[src/rtl/inst_decode_if.sv]
// Bundle between fetch/write-back (master) and the instruction-decode stage (slave).
interface inst_decode_if #(
  parameter int DATA_W = 16
);
  logic [31:0]       IR;
  logic [15:0]       NPC;
  logic              IR_VALID;
  logic              WB_EN;
  logic [4:0]        WB_ADDR;
  logic [DATA_W-1:0] WB_DATA;

  logic [DATA_W-1:0] A;
  logic [DATA_W-1:0] B;
  logic [DATA_W-1:0] IMM;
  logic [15:0]       NPC_OUT;
  logic [5:0]        OPCODE;
  logic [5:0]        FUNCT;
  logic [4:0]        DEST;
  logic              DEC_VALID;
  logic              BUSY;
  logic [1:0]        ESTADO;

  modport master (
    output IR, NPC, IR_VALID, WB_EN, WB_ADDR, WB_DATA,
    input  A, B, IMM, NPC_OUT, OPCODE, FUNCT, DEST, DEC_VALID, BUSY, ESTADO
  );

  modport slave (
    input  IR, NPC, IR_VALID, WB_EN, WB_ADDR, WB_DATA,
    output A, B, IMM, NPC_OUT, OPCODE, FUNCT, DEST, DEC_VALID, BUSY, ESTADO
  );
endinterface

[src/rtl/inst_decode.sv]
// Multicycle decode stage: latches IR/NPC, decodes fields, owns the 32-entry register file.
// Define INST_DECODE_BYPASS_EN to forward a same-edge write-back into A/B at the READ edge.
module inst_decode #(
  parameter int DATA_W = 16
) (
  input  logic         CLK,
  input  logic         RST,
  inst_decode_if.slave bus
);

  typedef enum logic [1:0] {
    IDLE   = 2'd0,
    DECODE = 2'd1,
    READ   = 2'd2,
    DONE   = 2'd3
  } state_t;

  state_t            state_q;
  state_t            state_d;
  logic              latch_en;
  logic              decode_en;
  logic              read_en;
  logic [31:0]       ir_q;
  logic [15:0]       npc_q;
  logic [DATA_W-1:0] rf [32];
  logic [4:0]        rs;
  logic [4:0]        rt;
  logic              fwd_a;
  logic              fwd_b;
  logic [DATA_W-1:0] rd_a;
  logic [DATA_W-1:0] rd_b;
  logic              unused_shamt;

  assign rs           = ir_q[25:21];
  assign rt           = ir_q[20:16];
  assign unused_shamt = ^ir_q[10:6];

  always_ff @(posedge CLK or negedge RST) begin
    if (!RST) begin
      state_q <= IDLE;
    end else begin
      state_q <= state_d;
    end
  end

  always_comb begin
    state_d   = state_q;
    latch_en  = 1'b0;
    decode_en = 1'b0;
    read_en   = 1'b0;
    unique case (state_q)
      IDLE: begin
        if (bus.IR_VALID) begin
          latch_en = 1'b1;
          state_d  = DECODE;
        end
      end
      DECODE: begin
        decode_en = 1'b1;
        state_d   = READ;
      end
      READ: begin
        read_en = 1'b1;
        state_d = DONE;
      end
      DONE: begin
        state_d = IDLE;
      end
      default: state_d = IDLE;
    endcase
  end

  assign bus.BUSY      = (state_q != IDLE);
  assign bus.DEC_VALID = (state_q == DONE);
  assign bus.ESTADO    = state_q;

  // Write-back port is live in every state; r0 is never stored.
  always_ff @(posedge CLK or negedge RST) begin
    if (!RST) begin
      for (int i = 0; i < 32; i++) begin
        rf[i] <= '0;
      end
    end else if (bus.WB_EN && (bus.WB_ADDR != 5'd0)) begin
      rf[bus.WB_ADDR] <= bus.WB_DATA;
    end
  end

`ifdef INST_DECODE_BYPASS_EN
  assign fwd_a = bus.WB_EN && (bus.WB_ADDR == rs);
  assign fwd_b = bus.WB_EN && (bus.WB_ADDR == rt);
`else
  assign fwd_a = 1'b0;
  assign fwd_b = 1'b0;
`endif

  // r0 check comes first so a write-back aimed at r0 can never leak through the bypass.
  assign rd_a = (rs == 5'd0) ? '0 : (fwd_a ? bus.WB_DATA : rf[rs]);
  assign rd_b = (rt == 5'd0) ? '0 : (fwd_b ? bus.WB_DATA : rf[rt]);

  always_ff @(posedge CLK or negedge RST) begin
    if (!RST) begin
      ir_q        <= '0;
      npc_q       <= '0;
      bus.OPCODE  <= '0;
      bus.FUNCT   <= '0;
      bus.DEST    <= '0;
      bus.IMM     <= '0;
      bus.NPC_OUT <= '0;
      bus.A       <= '0;
      bus.B       <= '0;
    end else begin
      if (latch_en) begin
        ir_q  <= bus.IR;
        npc_q <= bus.NPC;
      end
      if (decode_en) begin
        bus.OPCODE  <= ir_q[31:26];
        bus.FUNCT   <= ir_q[5:0];
        bus.DEST    <= (ir_q[31:26] == 6'd0) ? ir_q[15:11] : ir_q[20:16];
        bus.IMM     <= DATA_W'($signed(ir_q[15:0]));
        bus.NPC_OUT <= npc_q;
      end
      if (read_en) begin
        bus.A <= rd_a;
        bus.B <= rd_b;
      end
    end
  end

endmodule

[src/flat_wrapper.sv]
// flat-port wrapper written by rule: the top's interface ports become plain ports
module inst_decode_flat 
#(
  parameter int DATA_W = 16
)
  (CLK, RST, bus_IR, bus_NPC, bus_IR_VALID, bus_WB_EN, bus_WB_ADDR, bus_WB_DATA, bus_A, bus_B, bus_IMM, bus_NPC_OUT, bus_OPCODE, bus_FUNCT, bus_DEST, bus_DEC_VALID, bus_BUSY, bus_ESTADO);
  inst_decode_if #(.DATA_W(DATA_W)) bus_i ();
  input  logic CLK;
  input  logic RST;
  input wire logic [$bits(bus_i.IR)-1:0] bus_IR;
  input wire logic [$bits(bus_i.NPC)-1:0] bus_NPC;
  input wire logic [$bits(bus_i.IR_VALID)-1:0] bus_IR_VALID;
  input wire logic [$bits(bus_i.WB_EN)-1:0] bus_WB_EN;
  input wire logic [$bits(bus_i.WB_ADDR)-1:0] bus_WB_ADDR;
  input wire logic [$bits(bus_i.WB_DATA)-1:0] bus_WB_DATA;
  output wire logic [$bits(bus_i.A)-1:0] bus_A;
  output wire logic [$bits(bus_i.B)-1:0] bus_B;
  output wire logic [$bits(bus_i.IMM)-1:0] bus_IMM;
  output wire logic [$bits(bus_i.NPC_OUT)-1:0] bus_NPC_OUT;
  output wire logic [$bits(bus_i.OPCODE)-1:0] bus_OPCODE;
  output wire logic [$bits(bus_i.FUNCT)-1:0] bus_FUNCT;
  output wire logic [$bits(bus_i.DEST)-1:0] bus_DEST;
  output wire logic [$bits(bus_i.DEC_VALID)-1:0] bus_DEC_VALID;
  output wire logic [$bits(bus_i.BUSY)-1:0] bus_BUSY;
  output wire logic [$bits(bus_i.ESTADO)-1:0] bus_ESTADO;
  assign bus_i.IR = bus_IR;
  assign bus_i.NPC = bus_NPC;
  assign bus_i.IR_VALID = bus_IR_VALID;
  assign bus_i.WB_EN = bus_WB_EN;
  assign bus_i.WB_ADDR = bus_WB_ADDR;
  assign bus_i.WB_DATA = bus_WB_DATA;
  assign bus_A = bus_i.A;
  assign bus_B = bus_i.B;
  assign bus_IMM = bus_i.IMM;
  assign bus_NPC_OUT = bus_i.NPC_OUT;
  assign bus_OPCODE = bus_i.OPCODE;
  assign bus_FUNCT = bus_i.FUNCT;
  assign bus_DEST = bus_i.DEST;
  assign bus_DEC_VALID = bus_i.DEC_VALID;
  assign bus_BUSY = bus_i.BUSY;
  assign bus_ESTADO = bus_i.ESTADO;
  inst_decode #(.DATA_W(DATA_W)) u_core (.CLK(CLK), .RST(RST), .bus(bus_i));
endmodule
[config.mk]
export PLATFORM = sky130hd
export DESIGN_NAME = inst_decode_flat
export DESIGN_NICKNAME = d
export VERILOG_FILES = /design/src/rtl/inst_decode_if.sv /design/src/rtl/inst_decode.sv /design/src/flat_wrapper.sv
export SDC_FILE = /design/constraint.sdc
export NUM_CORES = 1
export LEC_CHECK = 0
export CORE_AREA = 8 8 237 239
export DETAILED_ROUTE_END_ITERATION = 6
export DIE_AREA = 0 0 245 247
export DONT_BUFFER_PORTS = 1
export PLACE_DENSITY_LB_ADDON = 0.3
export SYNTH_ARGS = -nofsm -noshare
export SYNTH_HDL_FRONTEND = slang
export SYNTH_SLANG_ARGS = --single-unit
[constraint.sdc]
create_clock -name CLK -period 4 [get_ports CLK]
set_clock_uncertainty 0.2 [all_clocks]
set_input_delay 0.8 -clock CLK [delete_from_list [all_inputs] [get_ports CLK]]
set_output_delay 0.8 -clock CLK [all_outputs]
set_load 0.03 [all_outputs]
==> impl_metrics.toml, run 1 <==
[yosys]
syn-num-nets = 2664
yosys_register_bits = 637
ys_seq_area_share_pct = 46.8
yosysUniqueCellTypes = 55
synthMuxAreaShare_pct = 35.3
synthCells = 2586
syn_area_um2 = 34100
synth_xor_area_share_pct = 0
synth-simple-area-share_pct = 5.94
yosysTopAreaCellShare_pct = 46.8
avgSynthCellArea_um2 = 13.2
synthFlopType = "dfrtp_1"
synth_fa_ha_area_share_pct = 0.184
yosysTopAreaCell = "dfrtp_1"
synth_area_leaders = "dfrtp_1, mux2_2, mux2i_1"
synth-async-reset-ratio_pct = 100
yosysWarnings = 0
synth_top_family_by_area = "multiplexers"
synth_compound_area_share_pct = 7.54
synth-edff-count = 0

[pwr]
finalPower_mw = 27.9
pwr-share-comb_pct = 39.3
pwr_density_cell_nw_per_um2 = 768
peakVddDrop_mv = 0.566
p_leak_nw = 16.3
power.switching_mw = 11.0
pwr-share-seq_pct = 37.2
intPower_mw = 16.9
clock_power_share_pct = 23.5
swShare_pct = 39.5

[clocking]
cts_setup_buffers = 0
cts_buffer_depth = 3
cts.sinks = 637
clk_latency_ns = 0.63
cts_tree = "built"
htreeDepth = 3
clkTransAtPathRegs_ns = 0.06
cts_root_buf = "clkbuf_16"
cts_buffers = 70
ctsResizeCount = 0

[placed_design]
port_buffers = 0
dp_hpwl_mm = 63.8
gp_congestion = 1.01

[sta]
max-slew-margin-rel_pct = -45.8
fmaxAchievable_ghz = 0.313
timing.final.crit_share_pct = 79.8
hold_viol_final = 351
slew_viol_final = 276
setup_viol = 0
rsz0062_at_grt = "no"
fin_hold_ws_ns = -0.300
worstMarginPinSlew_ns = 2.19
period_minus_slack_ns = 3.19
tns_ns = 0

[finish]
final_cell_mix = "dfrtp_1, mux2_2, mux2i_1, nor2_1"
area_growth_syn_to_layout_pct = 6.55
seqCellArea_um2 = 16000
final_common_cell = "dfrtp_1"
final_nets = 2534
multi_input_area_um2 = 16700
nFillCells = 3475
drive_above_1_share_pct = 36.2

[detailed_routing]
wl_per_cell_um = 29.7
postRouteAntennaNets = 0
drt_pass1_iterations = 7
finalWirelength_mm = 95.0
drc = 6
maxUsedRoutingLayer = "met5"
wl_met3_mm = 9.79
num_vias = 22300
drtIter0Drc = 2408
route.met2.wl_mm = 43.0
via_per_inst = 6.99
m1WireLength_mm = 39.0

[worst_setup_path]
crit_type = "flip-flop to flip-flop"
r2r_setup_slack_ns = 0.81
crit_path_max_fanout = 31
worstPathRequired_ns = 4.26
reg2regPathDepth = 7
cp-end-kind = "flip-flop"
r2r-start = "u_core.bus.ESTADO[0]"
cp.arrival_ns = 3.46
critPathLaunchType = "flip-flop"
r2r-end = "u_core.bus.B[1]"

[floorplan]
ios = 158
die_w_um = 245
start_util_pct = 65.2
dieArea_um2 = 60500
rows = 84
core_um2 = 52200
die_h_um = 247

[global_route]
grt_pass1_vias = 22800
grt_max_degree = 638
grt_overflow_total = 0
antenna_found_initial = 4
grt_usage_pct = 31.2
grt_pass1_wl_mm = 144

[status]
violations = "DRC, hold timing, slew limit"
outcome = "finished, violations left"

[min_path]
min_path_type = "primary input to async pin"

[job]
cap_violations = 0
[worst max path at each step]
stage	startpoint	end	slack, ns	depth (start not counted)
floorplan	bus_WB_ADDR[1]	u_core.rf[309]	1.55	6
CTS	u_core.bus.ESTADO[0]	u_core.bus.B[1]	0.96	7
global placement	u_core.bus.ESTADO[0]	u_core.bus.B[1]	1.05	7
detailed placement	u_core.bus.ESTADO[0]	u_core.bus.B[1]	0.97	7
global route	u_core.bus.ESTADO[0]	u_core.bus.B[1]	0.78	7
finish	u_core.bus.ESTADO[0]	u_core.bus.B[1]	0.81	7
[stage by stage]
stage / instance area, µm² / util [%] / setup slack (ns) / cells
after floorplan: 34100 / - / 1.55 / 2586
after CTS: 36300 / 69.5 / 0.962 / 3194
after detailed placement: 33900 / 65.0 / 0.970 / 3072
after global placement: 33900 / 65.0 / 1.05 / 3072
final: 36300 / 69.5 / 0.807 / 3197
after global routing: 36300 / 69.5 / 0.776 / 3196
[per-layer routing]
metal	vias up	track usage (%)
met5	-	0
met4	2	11.2
met3	191	8.99
met2	1158	47.1
met1	11700	42.8
li1	9325	-
[worst max-delay path, stage by stage, from the launching register on]
cell and delay (ns):
dfrtp_1 0.53, inv_1 0.20, ha_2 0.66, buf_4 0.39, nand2b_1 0.22, o211ai_1 0.11, nor3_1 0.56, a211oi_1 0.10
[area by class of cell]
type / count / area share (%)
antenna: 3 / 0.0207
clock buffer: 104 / 5.62
clock inverter: 18 / 0.848
inverter: 3 / 0.0310
multi-input combinational: 1698 / 45.9
sequential: 637 / 44.0
tap: 688 / 2.37
timing repair buffer: 46 / 1.19
[power by group through the flow]
stage	combinational, mW	sequential (mW)	clock, mW
2_1_floorplan	8.73	9.49	0
4_1_cts	10.7	10.3	6.62
6_report	10.9	10.4	6.56
3_3_place_gp	10.4	10.3	0
3_5_place_dp	10.6	10.4	0
5_1_grt	11.4	10.6	6.88
[cells by family (layout without fill, tap and decap cells)]
group,after synthesis,count (layout)
mux,1032,1032
flops,637,637
simple gates,343,343
compound gates,318,318
buf+inv,251,171
fa+ha+maj,5,5
other cells,0,3
[state kept, by name, summed over array words and instances, names as in the netlist]
register / flops
u_core.bus.FUNCT: 5
u_core.bus.NPC_OUT: 16
u_core.bus.A: 16
u_core.bus.DEST: 5
u_core.bus.OPCODE: 6
u_core.bus.ESTADO: 2
u_core.ir_q: 32
u_core.rf: 512
u_core.bus.B: 16
u_core.npc_q: 16
u_core.bus.IMM: 11
[synthesized netlist by cell type (4+ instances only)]
library cell	n
nor2_1	72
o21bai_1	30
o32ai_1	11
nand3b_2	4
mux2_2	600
a211oi_2	14
nor2_8	4
nand2b_1	37
o22ai_1	66
ha_1	5
o211ai_1	30
nor3b_2	5
mux4_2	70
buf_4	49
dfrtp_1	637
nand2_1	38
nor2b_1	68
mux2i_1	343
a211o_1	30
a31oi_1	30
a211oi_1	20
nand3b_1	4
and2_1	34
buf_2	43
nand2_2	14
nor2_4	10
a22oi_1	60
o32ai_2	19
mux2_1	17
buf_1	5
clkbuf_1	115
nor3_1	31
a21oi_1	6
buf_6	30
Note: power is estimated with default switching activity, not from simulation.
==> inputs of run 2 (changes only) <==
--- a/config.mk
+++ b/config.mk
@@ -5,9 +5,9 @@
 export SDC_FILE = /design/constraint.sdc
 export NUM_CORES = 1
 export LEC_CHECK = 0
-export CORE_AREA = 8 8 237 239
+export CORE_AREA = 8 8 252 254
 export DETAILED_ROUTE_END_ITERATION = 6
-export DIE_AREA = 0 0 245 247
+export DIE_AREA = 0 0 260 262
 export DONT_BUFFER_PORTS = 1
 export PLACE_DENSITY_LB_ADDON = 0.3
 export SYNTH_ARGS = -nofsm -noshare
==> constraint.sdc (replaced) <==
create_clock -name CLK -period 2.8 [get_ports CLK]
set_clock_uncertainty 0.2 [all_clocks]
set_input_delay 0.56 -clock CLK [delete_from_list [all_inputs] [get_ports CLK]]
set_output_delay 0.56 -clock CLK [all_outputs]
set_load 0.03 [all_outputs]
==> run 2 against run 1 <==
Net effect:
- the flow finishes with violations (hold timing, slew limit)
- non-clock buffer count up 129
- global-route usage shrank 2.6 points
- fmax up 18%
- utilization fell by 6.2 points
- cell area increased by 3.9%
- final cell count increased by 7.1%
- register-to-register slack worse by 0.70 ns
- first-iteration DRC count decreased by 8.1%
- sequential share of layout area down 1.7 points
- critical path type unchanged
==> impl_metrics.toml, run 2 (synthesis gave the netlist of run 1 again) <==
[sta]
setup_viol = 0
period_minus_slack_ns = 2.70
fin_hold_ws_ns = -0.568
slew_viol_final = 205
worstMarginPinSlew_ns = 1.76
fmaxAchievable_ghz = 0.371
tns_ns = 0
max-slew-margin-rel_pct = -17.3
timing.final.crit_share_pct = 96.3
rsz0062_at_grt = "no"
hold_viol_final = 637

[floorplan]
start_util_pct = 57.2
core_um2 = 59600
rows = 90
die_h_um = 262
dieArea_um2 = 68100
die_w_um = 260
ios = 158

[detailed_routing]
via_per_inst = 6.58
wl_per_cell_um = 28.5
finalWirelength_mm = 97.6
postRouteAntennaNets = 0
drc = 0
drt_pass1_iterations = 5
drtIter0Drc = 2213
num_vias = 22500

[finish]
final_nets = 2663
largest_registers = "u_core.rf x512, u_core.ir_q x32"
top_register = "u_core.rf"
nFillCells = 4376
final_common_cell = "dfrtp_1"
final_cells = 3425
final_cell_mix = "dfrtp_1, mux2_2, mux2i_1, buf_4, nor2_1"
seqCellArea_um2 = 16000
largest_reg_flops = 512
area_growth_syn_to_layout_pct = 10.7
drive_above_1_share_pct = 37.4
multi_input_area_um2 = 16700

[pwr]
peakVddDrop_mv = 0.711
swShare_pct = 39.6
pwr_density_cell_nw_per_um2 = 1080
pwr-share-seq_pct = 35.7
power.switching_mw = 16.2
clock_power_share_pct = 22.9
pwr-share-comb_pct = 41.4
p_leak_nw = 16.9
intPower_mw = 24.6

[placed_design]
port_buffers = 0
dp.cells = 3230
gp_congestion = 0.921
dp_hpwl_mm = 65.6

[clocking]
cts_hold_buf = 65
cts_buffer_depth = 3
cts.sinks = 637
clk_latency_ns = 0.63
cts_tree = "built"
cts_root_buf = "clkbuf_16"
cts_buffers = 70
clkTransAtPathRegs_ns = 0.06
cts_setup_buffers = 0
htreeDepth = 3
ctsResizeCount = 0

[global_route]
antenna_found_initial = 5
grt_max_degree = 638
grt_pass1_vias = 23100
grt_usage_pct = 28.5
grt_overflow_total = 0
grt_pass1_wl_mm = 148

[worst_setup_path]
path_cells = "buf_12 > mux4_2 > nor2b_1 > o21bai_1 > a211oi_2"
crit_type = "flip-flop to flip-flop"
r2r-end = "u_core.bus.A[12]"
r2r_setup_slack_ns = 0.10
critPathLaunchType = "flip-flop"
reg2regPathDepth = 5
crit_path_max_fanout = 37
critPathSlowestCell = "dfrtp_4"
r2r-start = "u_core.ir_q[22]"
cp_num_buf_inv = 1
cp.arrival_ns = 2.98
cpPeakStageDelay_ns = 0.74
path_delay_family = "flip-flops"
worstPathRequired_ns = 3.08
cp-end-kind = "flip-flop"

[min_path]
min_path_type = "primary input to async pin"

[status]
outcome = "finished, violations left"
violations = "hold timing, slew limit"

[job]
cap_violations = 0
-- run 2: power groups by stage --
stage / combinational [mW] / sequential, mW / clock (mW)
5_1_grt: 17.7 / 14.8 / 9.84
2_1_floorplan: 12.5 / 13.6 / 0
3_5_place_dp: 16.3 / 14.7 / 0
4_1_cts: 16.6 / 14.5 / 9.48
3_3_place_gp: 16.0 / 14.5 / 0
6_report: 16.9 / 14.6 / 9.32
-- run 2: per-stage QoR --
stage / worst slack [ns] / total power [mW] / utilization [%] / hold WS (ns) / area (µm²)
floorplan: 0.585 / 26.0 / - / 0.0644 / 34100
global placement: 0.175 / 30.5 / 58.1 / 0.0811 / 34600
detailed placement: 0.170 / 31.0 / 58.1 / 0.0795 / 34600
CTS: 0.151 / 40.6 / 63.3 / -0.600 / 37700
global route: 0.0103 / 42.4 / 63.3 / -0.591 / 37700
finish: 0.104 / 40.8 / 63.3 / -0.568 / 37700
-- run 2: cell type report --
type	instances	share of cell area [%]
Tap cell	782	2.59
Sequential cell	637	42.3
Timing Repair Buffer	175	4.65
Inverter	3	0.0299
Antenna cell	3	0.0199
Clock buffer	100	5.32
Multi-Input combinational cell	1698	44.2
Clock inverter	27	0.869
-- run 2: worst reg2reg max path, stage by stage, from the launching register on --
cell	delay (ns)
dfrtp_4	0.74
buf_12	0.36
mux4_2	0.54
nor2b_1	0.14
o21bai_1	0.45
a211oi_2	0.14
-- run 2: worst max path at each step --
| stage | endpoint | start | depth (start not counted) |
|---|---|---|---|
| final | u_core.bus.A[12] | u_core.ir_q[22] | 5 |
| after CTS | u_core.bus.A[12] | u_core.ir_q[22] | 5 |
| after floorplan | u_core.ir_q[0] | u_core.bus.ESTADO[0] | 6 |
| after global placement | u_core.bus.A[12] | u_core.ir_q[22] | 5 |
| after detailed placement | u_core.bus.A[12] | u_core.ir_q[22] | 5 |
| after global routing | u_core.bus.B[5] | u_core.ir_q[16] | 5 |
-- run 2: per-layer routing --
| layer | vias to the layer above | GRT usage, % | routed length, µm |
|---|---|---|---|
| li1 | 9602 | - | - |
| met1 | 11800 | 38.6 | 40700 |
| met2 | 930 | 43.2 | 44400 |
| met3 | 193 | 9.53 | 9670 |
| met4 | 2 | 9.31 | 2830 |
| met5 | - | 0 | 13 |
